===== src/rtl/imem_loader_pkg.sv =====
// Shared definitions for the instruction-memory program loader:
// FSM state encoding, memory geometry and small helper functions.
package imem_loader_pkg;

    localparam int   IMEM_ADDR_W        = 6;
    localparam int   IMEM_WORDS         = 64;
    localparam logic LEN_ZERO_MEANS_MAX = 1'b1;

    typedef enum logic [2:0] {
        ST_IDLE  = 3'd0,
        ST_LEN   = 3'd1,
        ST_DATA  = 3'd2,
        ST_WRITE = 3'd3,
        ST_CHK   = 3'd4,
        ST_DONE  = 3'd5
    } state_e;

    // Running stream checksum: plain XOR of every byte folded in.
    function automatic logic [7:0] chk_update(input logic [7:0] chk, input logic [7:0] data);
        return chk ^ data;
    endfunction

    // Map the length byte to a word count. Zero selects the full memory;
    // anything larger than the memory is clamped so a load can never wrap.
    function automatic logic [6:0] len_to_words(input logic [7:0] len, input logic [6:0] max_words);
        logic [6:0] n;
        if (len == 8'd0) begin
            n = LEN_ZERO_MEANS_MAX ? max_words : 7'd0;
        end else if (len > {1'b0, max_words}) begin
            n = max_words;
        end else begin
            n = len[6:0];
        end
        return n;
    endfunction

endpackage


===== src/rtl/imem_loader_if.sv =====
// Byte-stream input and instruction-memory write port of the loader.
// master = stream source / memory side, slave = the loader itself.
interface imem_loader_if
    import imem_loader_pkg::*;
#(
    parameter int ADDR_W = IMEM_ADDR_W
);

    logic              in_valid;
    logic [7:0]        in_data;
    logic              in_ready;
    logic              mem_we;
    logic [ADDR_W-1:0] mem_addr;
    logic [31:0]       mem_wdata;

    modport master (
        output in_valid, in_data,
        input  in_ready, mem_we, mem_addr, mem_wdata
    );

    modport slave (
        input  in_valid, in_data,
        output in_ready, mem_we, mem_addr, mem_wdata
    );

endinterface


===== src/rtl/imem_loader_word_packer.sv =====
// Packs stream bytes MSB-first into 32-bit words and keeps the running
// XOR checksum. Only the three older bytes are stored: the newest byte
// is combined on the fly so the completed word is available in the same
// cycle as its last byte.
module word_packer
    import imem_loader_pkg::*;
(
    input  logic        clk,
    input  logic        reset,
    input  logic        init,
    input  logic [7:0]  init_chk,
    input  logic        push,
    input  logic [7:0]  byte_in,
    output logic [31:0] word_next,
    output logic        word_full,
    output logic [7:0]  chk
);

    logic [23:0] shift_r;
    logic [1:0]  byte_idx_r;
    logic [7:0]  chk_r;

    assign word_next = {shift_r, byte_in};
    assign word_full = (byte_idx_r == 2'd3);
    assign chk       = chk_r;

    // Shift register, byte position and checksum; init seeds the checksum with L.
    always_ff @(posedge clk) begin
        if (reset) begin
            shift_r    <= 24'd0;
            byte_idx_r <= 2'd0;
            chk_r      <= 8'd0;
        end else if (init) begin
            shift_r    <= 24'd0;
            byte_idx_r <= 2'd0;
            chk_r      <= init_chk;
        end else if (push) begin
            shift_r    <= word_next[23:0];
            byte_idx_r <= byte_idx_r + 2'd1;
            chk_r      <= chk_update(chk_r, byte_in);
        end else begin
            shift_r    <= shift_r;
            byte_idx_r <= byte_idx_r;
            chk_r      <= chk_r;
        end
    end

endmodule


===== src/rtl/imem_loader.sv =====
// Synthesizable program-load path for the instruction memory: accepts
// a length-prefixed, checksummed byte stream, writes the packed words
// from address 0 upward and holds the CPU until the load has finished.
module imem_loader
    import imem_loader_pkg::*;
#(
    parameter int ADDR_W = IMEM_ADDR_W,
    parameter int WORDS  = IMEM_WORDS
)(
    input  logic         clk,
    input  logic         reset,
    input  logic         start,
    imem_loader_if.slave bus,
    output logic         cpu_hold,
    output logic         busy,
    output logic         done,
    output logic         err
);

    localparam logic [6:0] N_MAX_C = 7'(WORDS);

    state_e            state_r;
    state_e            next_state_s;
    logic              in_ready_r;
    logic              mem_we_r;
    logic [ADDR_W-1:0] mem_addr_r;
    logic [31:0]       mem_wdata_r;
    logic              hold_r;
    logic              done_r;
    logic              err_r;
    logic [6:0]        n_words_r;
    logic [6:0]        word_cnt_r;
    logic [ADDR_W-1:0] addr_r;

    logic              xfer_s;
    logic              len_xfer_s;
    logic              data_xfer_s;
    logic              word_full_s;
    logic [31:0]       word_next_s;
    logic [7:0]        chk_s;

    // in_ready is a registered decode of the state, so it is safe to gate the transfer with it.
    assign xfer_s      = bus.in_valid & in_ready_r;
    assign len_xfer_s  = xfer_s & (state_r == ST_LEN);
    assign data_xfer_s = xfer_s & (state_r == ST_DATA);

    assign bus.in_ready  = in_ready_r;
    assign bus.mem_we    = mem_we_r;
    assign bus.mem_addr  = mem_addr_r;
    assign bus.mem_wdata = mem_wdata_r;
    assign cpu_hold      = hold_r;
    assign busy          = hold_r;
    assign done          = done_r;
    assign err           = err_r;

    word_packer u_packer (
        .clk       (clk),
        .reset     (reset),
        .init      (len_xfer_s),
        .init_chk  (bus.in_data),
        .push      (data_xfer_s),
        .byte_in   (bus.in_data),
        .word_next (word_next_s),
        .word_full (word_full_s),
        .chk       (chk_s)
    );

    // Next-state decode for the load sequence.
    always_comb begin
        next_state_s = state_r;
        case (state_r)
            ST_IDLE: begin
                if (start) begin
                    next_state_s = ST_LEN;
                end else begin
                    next_state_s = ST_IDLE;
                end
            end
            ST_LEN: begin
                if (xfer_s) begin
                    next_state_s = ST_DATA;
                end else begin
                    next_state_s = ST_LEN;
                end
            end
            ST_DATA: begin
                if (xfer_s && word_full_s) begin
                    next_state_s = ST_WRITE;
                end else begin
                    next_state_s = ST_DATA;
                end
            end
            ST_WRITE: begin
                if ((word_cnt_r + 7'd1) == n_words_r) begin
                    next_state_s = ST_CHK;
                end else begin
                    next_state_s = ST_DATA;
                end
            end
            ST_CHK: begin
                if (xfer_s) begin
                    next_state_s = ST_DONE;
                end else begin
                    next_state_s = ST_CHK;
                end
            end
            ST_DONE: begin
                next_state_s = ST_IDLE;
            end
            default: begin
                next_state_s = ST_IDLE;
            end
        endcase
    end

    // State register and the flag outputs, all registered off the next state.
    always_ff @(posedge clk) begin
        if (reset) begin
            state_r    <= ST_IDLE;
            in_ready_r <= 1'b0;
            mem_we_r   <= 1'b0;
            hold_r     <= 1'b0;
            done_r     <= 1'b0;
        end else begin
            state_r    <= next_state_s;
            in_ready_r <= (next_state_s == ST_LEN) || (next_state_s == ST_DATA) ||
                          (next_state_s == ST_CHK);
            mem_we_r   <= (next_state_s == ST_WRITE);
            hold_r     <= (next_state_s != ST_IDLE);
            done_r     <= (next_state_s == ST_DONE);
        end
    end

    // Word count, write address and memory write data/address capture.
    always_ff @(posedge clk) begin
        if (reset) begin
            n_words_r   <= 7'd0;
            word_cnt_r  <= 7'd0;
            addr_r      <= '0;
            mem_addr_r  <= '0;
            mem_wdata_r <= 32'd0;
        end else begin
            if (len_xfer_s) begin
                n_words_r  <= len_to_words(bus.in_data, N_MAX_C);
                word_cnt_r <= 7'd0;
                addr_r     <= '0;
            end else if (state_r == ST_WRITE) begin
                n_words_r  <= n_words_r;
                word_cnt_r <= word_cnt_r + 7'd1;
                addr_r     <= addr_r + 1'b1;
            end else begin
                n_words_r  <= n_words_r;
                word_cnt_r <= word_cnt_r;
                addr_r     <= addr_r;
            end
            // Address/data are latched with the last byte and held between strobes.
            if (data_xfer_s && word_full_s) begin
                mem_addr_r  <= addr_r;
                mem_wdata_r <= word_next_s;
            end else begin
                mem_addr_r  <= mem_addr_r;
                mem_wdata_r <= mem_wdata_r;
            end
        end
    end

    // Checksum verdict: cleared by a new start, set by the trailing checksum byte.
    always_ff @(posedge clk) begin
        if (reset) begin
            err_r <= 1'b0;
        end else if ((state_r == ST_IDLE) && start) begin
            err_r <= 1'b0;
        end else if ((state_r == ST_CHK) && xfer_s) begin
            err_r <= (bus.in_data != chk_s);
        end else begin
            err_r <= err_r;
        end
    end

endmodule

===== src/flat_wrapper.sv =====
// flat-port wrapper written by rule: the top's interface ports become plain ports
module imem_loader_flat import imem_loader_pkg::*;
#(
    parameter int ADDR_W = IMEM_ADDR_W,
    parameter int WORDS  = IMEM_WORDS
)
  (clk, reset, start, cpu_hold, busy, done, err, bus_in_valid, bus_in_data, bus_in_ready, bus_mem_we, bus_mem_addr, bus_mem_wdata);
  imem_loader_if #(.ADDR_W(ADDR_W)) bus_i ();
  input  logic clk;
  input  logic reset;
  input  logic start;
  output logic cpu_hold;
  output logic busy;
  output logic done;
  output logic err;
  input wire logic [$bits(bus_i.in_valid)-1:0] bus_in_valid;
  input wire logic [$bits(bus_i.in_data)-1:0] bus_in_data;
  output wire logic [$bits(bus_i.in_ready)-1:0] bus_in_ready;
  output wire logic [$bits(bus_i.mem_we)-1:0] bus_mem_we;
  output wire logic [$bits(bus_i.mem_addr)-1:0] bus_mem_addr;
  output wire logic [$bits(bus_i.mem_wdata)-1:0] bus_mem_wdata;
  assign bus_i.in_valid = bus_in_valid;
  assign bus_i.in_data = bus_in_data;
  assign bus_in_ready = bus_i.in_ready;
  assign bus_mem_we = bus_i.mem_we;
  assign bus_mem_addr = bus_i.mem_addr;
  assign bus_mem_wdata = bus_i.mem_wdata;
  imem_loader #(.ADDR_W(ADDR_W), .WORDS(WORDS)) u_core (.clk(clk), .reset(reset), .start(start), .bus(bus_i), .cpu_hold(cpu_hold), .busy(busy), .done(done), .err(err));
endmodule

===== config.mk =====
export PLATFORM = sky130hd
export DESIGN_NAME = imem_loader_flat
export DESIGN_NICKNAME = d
export VERILOG_FILES = /design/src/rtl/imem_loader_pkg.sv /design/src/rtl/imem_loader_if.sv /design/src/rtl/imem_loader_word_packer.sv /design/src/rtl/imem_loader.sv /design/src/flat_wrapper.sv
export SDC_FILE = /design/constraint.sdc
export NUM_CORES = 1
export LEC_CHECK = 0
export ABC_AREA = 1
export CAP_MARGIN = 20
export CORE_AREA = 2 2 124 126
export CTS_CLUSTER_DIAMETER = 40
export DETAILED_ROUTE_END_ITERATION = 7
export DIE_AREA = 0 0 126 128
export DONT_BUFFER_PORTS = 1
export SYNTH_ARGS = -nofsm -noshare
export SYNTH_HDL_FRONTEND = slang
export SYNTH_SLANG_ARGS = --single-unit

===== constraint.sdc =====
create_clock -name clk -period 4.2 [get_ports clk]
set_input_delay 0.84 -clock clk [delete_from_list [all_inputs] [get_ports clk]]
set_output_delay 0.84 -clock clk [all_outputs]
set_load 0.005 [all_outputs]

==> results of run 1 <==
-- routing by layer --
layer | vias up | track usage (%) | share of wire, %
met4 | 0 | 6.85 | 2.9
met5 | - | 0 | 0
met2 | 70 | 19.1 | 44
li1 | 1657 | - | -
met3 | 14 | 4.59 | 8.4
met1 | 1459 | 14.3 | 44
-- stage by stage --
stage / hold WS (ns) / setup WS (ns)
after CTS: 0.475 / 1.76
final: 0.470 / 1.82
after global placement: 0.455 / 1.58
after global routing: 0.487 / 1.60
after floorplan: 0.441 / 2.23
after detailed placement: 0.465 / 1.42
-- cell usage after synthesis (4+ instances only) --
| cell type | number | share of area, % |
|---|---|---|
| nor4_1 | 12 | 1.9 |
| nor3_1 | 9 | 1.1 |
| buf_6 | 4 | 1.1 |
| xor2_1 | 10 | 2.2 |
| inv_1 | 54 | 5.0 |
| buf_2 | 11 | 1.4 |
| nor2_1 | 54 | 5.0 |
| dfxtp_1 | 100 | 50 |
| a21oi_1 | 63 | 7.8 |
| o21ai_0 | 60 | 7.4 |
| nand4_1 | 4 | 0.62 |
| buf_4 | 4 | 0.74 |
| nand2_1 | 47 | 4.4 |
| a211oi_1 | 5 | 0.93 |
| inv_2 | 5 | 0.46 |
| a211oi_2 | 4 | 1.2 |
| clkbuf_1 | 9 | 0.84 |
| nand3_1 | 18 | 2.2 |
-- final cells by class --
class / count / share of cell area (%)
clock buffer: 10 / 5.39
timing repair buffer: 5 / 0.847
sequential: 100 / 45.1
tap: 188 / 5.30
inverter: 60 / 5.08
multi-input combinational: 314 / 37.2
clock inverter: 6 / 1.02
-- worst max path at each step --
stage	from	end	cells after the start
2_1_floorplan	bus_in_valid	u_core.u_packer.chk[0]$_SDFFE_PP0P_	9
3_3_place_gp	bus_in_valid	u_core.bus.mem_wdata[13]$_SDFFE_PP0P_	9
3_5_place_dp	bus_in_valid	u_core.bus.mem_wdata[12]$_SDFFE_PP0P_	9
4_1_cts	u_core.state_r[1]$_SDFF_PP0_	u_core.bus.mem_wdata[12]$_SDFFE_PP0P_	9
5_1_grt	u_core.state_r[1]$_SDFF_PP0_	u_core.bus.mem_wdata[5]$_SDFFE_PP0P_	9
6_report	bus_in_valid	u_core.bus.mem_wdata[12]$_SDFFE_PP0P_	9
-- flip-flops by register name, indices dropped and copies added (netlist names), 2 cells and up --
| name | cells |
|---|---|
| u_core.bus.mem_wdata | 32 |
| u_core.u_packer.shift_r | 24 |
| u_core.u_packer.chk | 8 |
| u_core.n_words_r | 7 |
| u_core.word_cnt_r | 7 |
| u_core.addr_r | 6 |
| u_core.bus.mem_addr | 6 |
| u_core.state_r | 3 |
| u_core.u_packer.byte_idx_r | 2 |
-- logic make-up (layout without fill, tap and decap cells) --
family / count (synthesis) / after routing / synth area share, %
AND/OR/NAND/NOR: 155 / 155 / 17.9
AO/OA/AOI/OAI: 144 / 144 / 19.4
flip-flops: 100 / 100 / 49.5
buffers and inverters: 88 / 81 / 9.63
XOR/XNOR: 12 / 12 / 2.60
adder cells (fa/ha/maj): 3 / 3 / 0.929
-- worst min-delay path: stages (launching register included) --
cell	delay, ns
dfxtp_1	0.32
nand2_1	0.06
o21ai_1	0.05
-- where the power goes --
part           switching (mW)  leakage (nW)  internal, mW
Clock                   0.368         0.143         0.422
Combinational          0.0457         0.706        0.0191
Sequential            0.00744         0.806         0.957
Total                   0.421          1.66          1.40
==> flow_metrics.env, run 1 <==
export IMPL_grt_antenna_before_repair=0
export IMPL_ctsResizeCount=0
export IMPL_r2r_end="u_core.bus.mem_wdata[12]$_SDFFE_PP0P_"
export IMPL_required_ns=4.47
export IMPL_slew_headroom_pct=37.9
export IMPL_globalplace_congestion=0.771
export IMPL_finalClockSkew_ns=0.00839
export IMPL_rsz0062_at_grt="false"
export IMPL_worstSetupPathType="primary input to flop"
export IMPL_endpoint_kind="flop"
export IMPL_vias=3200
export IMPL_numCtsBuffers=9
export IMPL_final_common_cell="dfxtp_1"
export IMPL_min_period_ns=2.38
export IMPL_fin_nets=505
export IMPL_layout_drive_gt1_share_pct=7.88
export IMPL_grt_max_degree=47
export IMPL_r2r_slack_ns=1.83
export IMPL_final_core_util_pct=29.8
export IMPL_final_cells=683
export IMPL_ys_ff_latch=100
export IMPL_routed_wl_um=9510
export IMPL_drc_errors=0
export IMPL_syn_nets=517
export IMPL_path_delay_family="buffers and inverters"
export IMPL_hold_depth=2
export IMPL_cts_buffer_depth=2
export IMPL_netlist_area_um2=4040
export IMPL_area_delta_synth_final_pct=9.72
export IMPL_synth_area_per_cell_um2=8.05
export IMPL_power_total_mw=1.82
export IMPL_die_w_um=126
export IMPL_worstHoldEndpoint="u_core.n_words_r[0]$_SDFFE_PP0P_"
export IMPL_regArea_um2=2000
export IMPL_worstSkewPairLatency_ns=0.35
export IMPL_clockRootBuffer="clkbuf_16"
export IMPL_diodes=0
export IMPL_cts_tree="built"
export IMPL_timing_final_crit_share_pct=56.7
export IMPL_grtUsageTotal_pct=12.2
export IMPL_n_fill_cell=1597
export IMPL_placement_io_buffers=0
export IMPL_reg2regPathDepth=9
export IMPL_p_per_area_nw_per_um2=410
export IMPL_maxCapViolCount=0
export IMPL_ios=56
export IMPL_grt_pass1_wl_um=15600
export IMPL_clk_pin_slew_ns=0.07
export IMPL_r2r_start="u_core.state_r[1]$_SDFF_PP0_"
export IMPL_max_stage_delay_ns=0.49
export IMPL_ant_nets=0
export IMPL_synthFlopType="dfxtp_1"
export IMPL_core_rowCount=45
export IMPL_critPathSlowestCell="inv_2"
export IMPL_multi_input_area_um2=1650
export IMPL_synth_async_sr_flop_share_pct=0
export IMPL_postLayoutCellArea_um2=4430
export IMPL_postCtsSetupBuffers=0
export IMPL_postCtsHoldBufs=0
export IMPL_first_global_vias=3035
export IMPL_hold_viol=0
export IMPL_holdCritStartpoint="u_core.n_words_r[0]$_SDFFE_PP0P_"
export IMPL_dp_hpwl_um=6740
export IMPL_ys_types=36
export IMPL_synthCells=502
export IMPL_cp_num_buf_inv=4
export IMPL_cp_start_kind="primary input"
export IMPL_final_cell_mix="100 x dfxtp_1, 63 x a21oi_1, 60 x o21ai_0"
export IMPL_htreeDepth=3
export IMPL_max_freq_mhz=420
export IMPL_crit_chain="nand2_1 > inv_1 > nand2_2 > inv_2 > nand2_2 > inv_2 > buf_4 > o21ai_0 > a21oi_1"
export IMPL_hp_class="flop to flop"
export IMPL_coreArea_um2=14900
export IMPL_p_leak_nw=1.66
export IMPL_placed_cells=667
export IMPL_worst_pin_slew_ns=0.925
export IMPL_ys_seq_area_share_pct=49.5
export IMPL_globalRouteOverflowTotal=0
export IMPL_arrival_ns=2.65
export IMPL_status="completed"
export IMPL_setup_viol=0
export IMPL_start_util_pct=27.2
export IMPL_vias_per_cell=4.69
export IMPL_synth_edf_count=0
export IMPL_peakVddDrop_uv=207
export IMPL_cts_sinks=100
export IMPL_yosysWarnings=0
export IMPL_placed_area_um2=4150
export IMPL_die_h_um=128
export IMPL_cp_max_fo=35
export IMPL_dieArea_um2=16100
export IMPL_wl_per_cell_um=13.9
export IMPL_drt_pass1_iterations=4
export IMPL_slew_viol_final=0
export IMPL_tns_ns=0
export IMPL_first_iter_violations=172
(Power assumes the default switching activity.)
==> inputs of run 2 (changes only) <==
clock period = 2.1 ns   (was 4.2 ns; I/O delays follow)
==> run 2 against run 1 <==
Compared with the run above:
- design area increased by 1.3%
- critical path depth rose by 4
- first-iteration DRC count increased by 7.0%
- clock-buffer cell count up 2
- worst setup slack got worse by 1.5 ns
- power is 110% higher
- non-clock buffer count is 4 higher
- combinational power up 110%
- die area did not move
- sequential share of layout area shrank 0.54 points
- highest routed layer unchanged
- clock power is 110% higher
- critical path type is now flop to flop
- core utilization rose by 0.38 points
==> flow_metrics.env, run 2 (synthesis results as in run 1) <==
export IMPL_status="completed"
export IMPL_diodes=0
export IMPL_die_w_um=126
export IMPL_clk_pin_slew_ns=0.07
export IMPL_endpoint_kind="flop"
export IMPL_coreArea_um2=14900
export IMPL_vias=3237
export IMPL_ios=56
export IMPL_p_leak_nw=1.68
export IMPL_p_per_area_nw_per_um2=833
export IMPL_largest_reg_flops=32
export IMPL_worstSetupPathType="flop to flop"
export IMPL_placement_io_buffers=0
export IMPL_globalplace_congestion=0.784
export IMPL_dp_slack_ns=0.246
export IMPL_drc_errors=0
export IMPL_grt_antenna_before_repair=0
export IMPL_final_cell_mix="99 x dfxtp_1, 63 x a21oi_1, 60 x o21ai_0"
export IMPL_dieArea_um2=16100
export IMPL_cp_start_kind="flop"
export IMPL_vias_per_cell=4.71
export IMPL_cts_tree="built"
export IMPL_peakVddDrop_uv=424
export IMPL_finalClockSkew_ns=0.00508
export IMPL_max_freq_mhz=556
export IMPL_r2r_slack_ns=0.30
export IMPL_start_util_pct=27.2
export IMPL_grt_max_degree=46
export IMPL_cts_buffer_depth=2
export IMPL_slew_viol_final=0
export IMPL_grtUsageTotal_pct=12.2
export IMPL_area_delta_synth_final_pct=11.1
export IMPL_maxCapViolCount=0
export IMPL_grt_pass1_wl_um=15700
export IMPL_die_h_um=128
export IMPL_rsz0062_at_grt="false"
export IMPL_drt_pass1_iterations=4
export IMPL_cts_sinks=100
export IMPL_cp_max_fo=4
export IMPL_fin_nets=509
export IMPL_required_ns=2.35
export IMPL_dp_hpwl_um=6640
export IMPL_first_iter_violations=184
export IMPL_hold_viol=0
export IMPL_layout_drive_gt1_share_pct=8.82
export IMPL_arrival_ns=2.05
export IMPL_setup_viol=0
export IMPL_finalWorstSetupSlack_ns=0.303
export IMPL_final_common_cell="dfxtp_1"
export IMPL_clockRootBuffer="clkbuf_16"
export IMPL_hp_class="primary input to flop"
export IMPL_worst_pin_slew_ns=0.504
export IMPL_ant_nets=0
export IMPL_slew_headroom_pct=66.4
export IMPL_numCtsBuffers=9
export IMPL_postCtsHoldBufs=0
export IMPL_holdWs_ns=0.133
export IMPL_core_rowCount=45
export IMPL_tns_ns=0
export IMPL_n_fill_cell=1574
export IMPL_htreeDepth=3
export IMPL_min_period_ns=1.80
export IMPL_globalRouteOverflowTotal=0
export IMPL_routed_wl_um=9500
export IMPL_worstSkewPairLatency_ns=0.35
export IMPL_timing_final_crit_share_pct=85.6
export IMPL_wl_per_cell_um=13.8
export IMPL_first_global_vias=3071
[run 2: changes by cell type in the layout (fill, tap and decap cells not counted), sizes merged]
cell    change
clkinv      -3
buf         +4
clkbuf      +2
inv         +1
[run 2: per-stage QoR]
step | utilization, % | instance area, µm² | std cells | power [mW]
detailed placement | 28.1 | 4180 | 671 | 2.11
global route | 30.2 | 4490 | 687 | 3.88
global placement | 28.1 | 4180 | 671 | 2.10
floorplan | - | 4040 | 502 | 2.08
CTS | 30.2 | 4480 | 687 | 3.79
finish | 30.2 | 4490 | 687 | 3.74
[run 2: worst max-delay path, stage by stage, from the launching register on]
cell and delay, ns:
dfxtp_2 0.35, ha_1 0.33, xnor2_1 0.16, nand2_1 0.08, nor2_1 0.12, nand2_1 0.07, nor2_1 0.13, nand2_1 0.06
nand2_1 0.08, nand3_1 0.09, nand2_1 0.07, nand2_1 0.06, nand2_1 0.06, inv_1 0.04
[run 2: worst paths after layout]
kind | start | end | cells past startpoint
max | u_core.word_cnt_r[0]$_SDFFE_PP0N_ | u_core.bus.in_ready$_SDFF_PP0_ | 13
min | reset | u_core.bus.mem_wdata[1]$_SDFFE_PP0P_ | 1
max reg2reg | u_core.word_cnt_r[0]$_SDFFE_PP0N_ | u_core.bus.in_ready$_SDFF_PP0_ | 13
min reg2reg | u_core.u_packer.shift_r[10]$_SDFFE_PP0P_ | u_core.bus.mem_wdata[18]$_SDFFE_PP0P_ | 2
[run 2: area by class of cell]
class / instances / area, µm² / area share, %
Sequential cell: 100 / 2000 / 44.6
Multi-Input combinational cell: 314 / 1660 / 36.9
Clock buffer: 12 / 267 / 5.93
Tap cell: 188 / 235 / 5.24
Inverter: 60 / 225 / 5.02
Timing Repair Buffer: 9 / 67.6 / 1.50
Clock inverter: 4 / 37.5 / 0.836
[run 2: per-layer routing]
layer / global-route usage (%) / wire [µm] / vias up
met1: 15.0 / 4340 / 1474
met3: 5.26 / 808 / 11
met5: 0 / 0 / -
met4: 5.49 / 167 / 0
li1: - / - / 1664
met2: 18.7 / 4180 / 88
[run 2: where the power goes]
part	switching [mW]	internal [mW]	leakage, nW
combinational	0.0936	0.0397	0.725
clock	0.760	0.921	0.152
sequential	0.0154	1.91	0.807
total	0.869	2.87	1.68
[run 2: timing repair]
item | in CTS | in global routing
endpoints found under the setup margin | 0 | 1
setup buffers | 0 | 0
resized for setup | 0 | 2
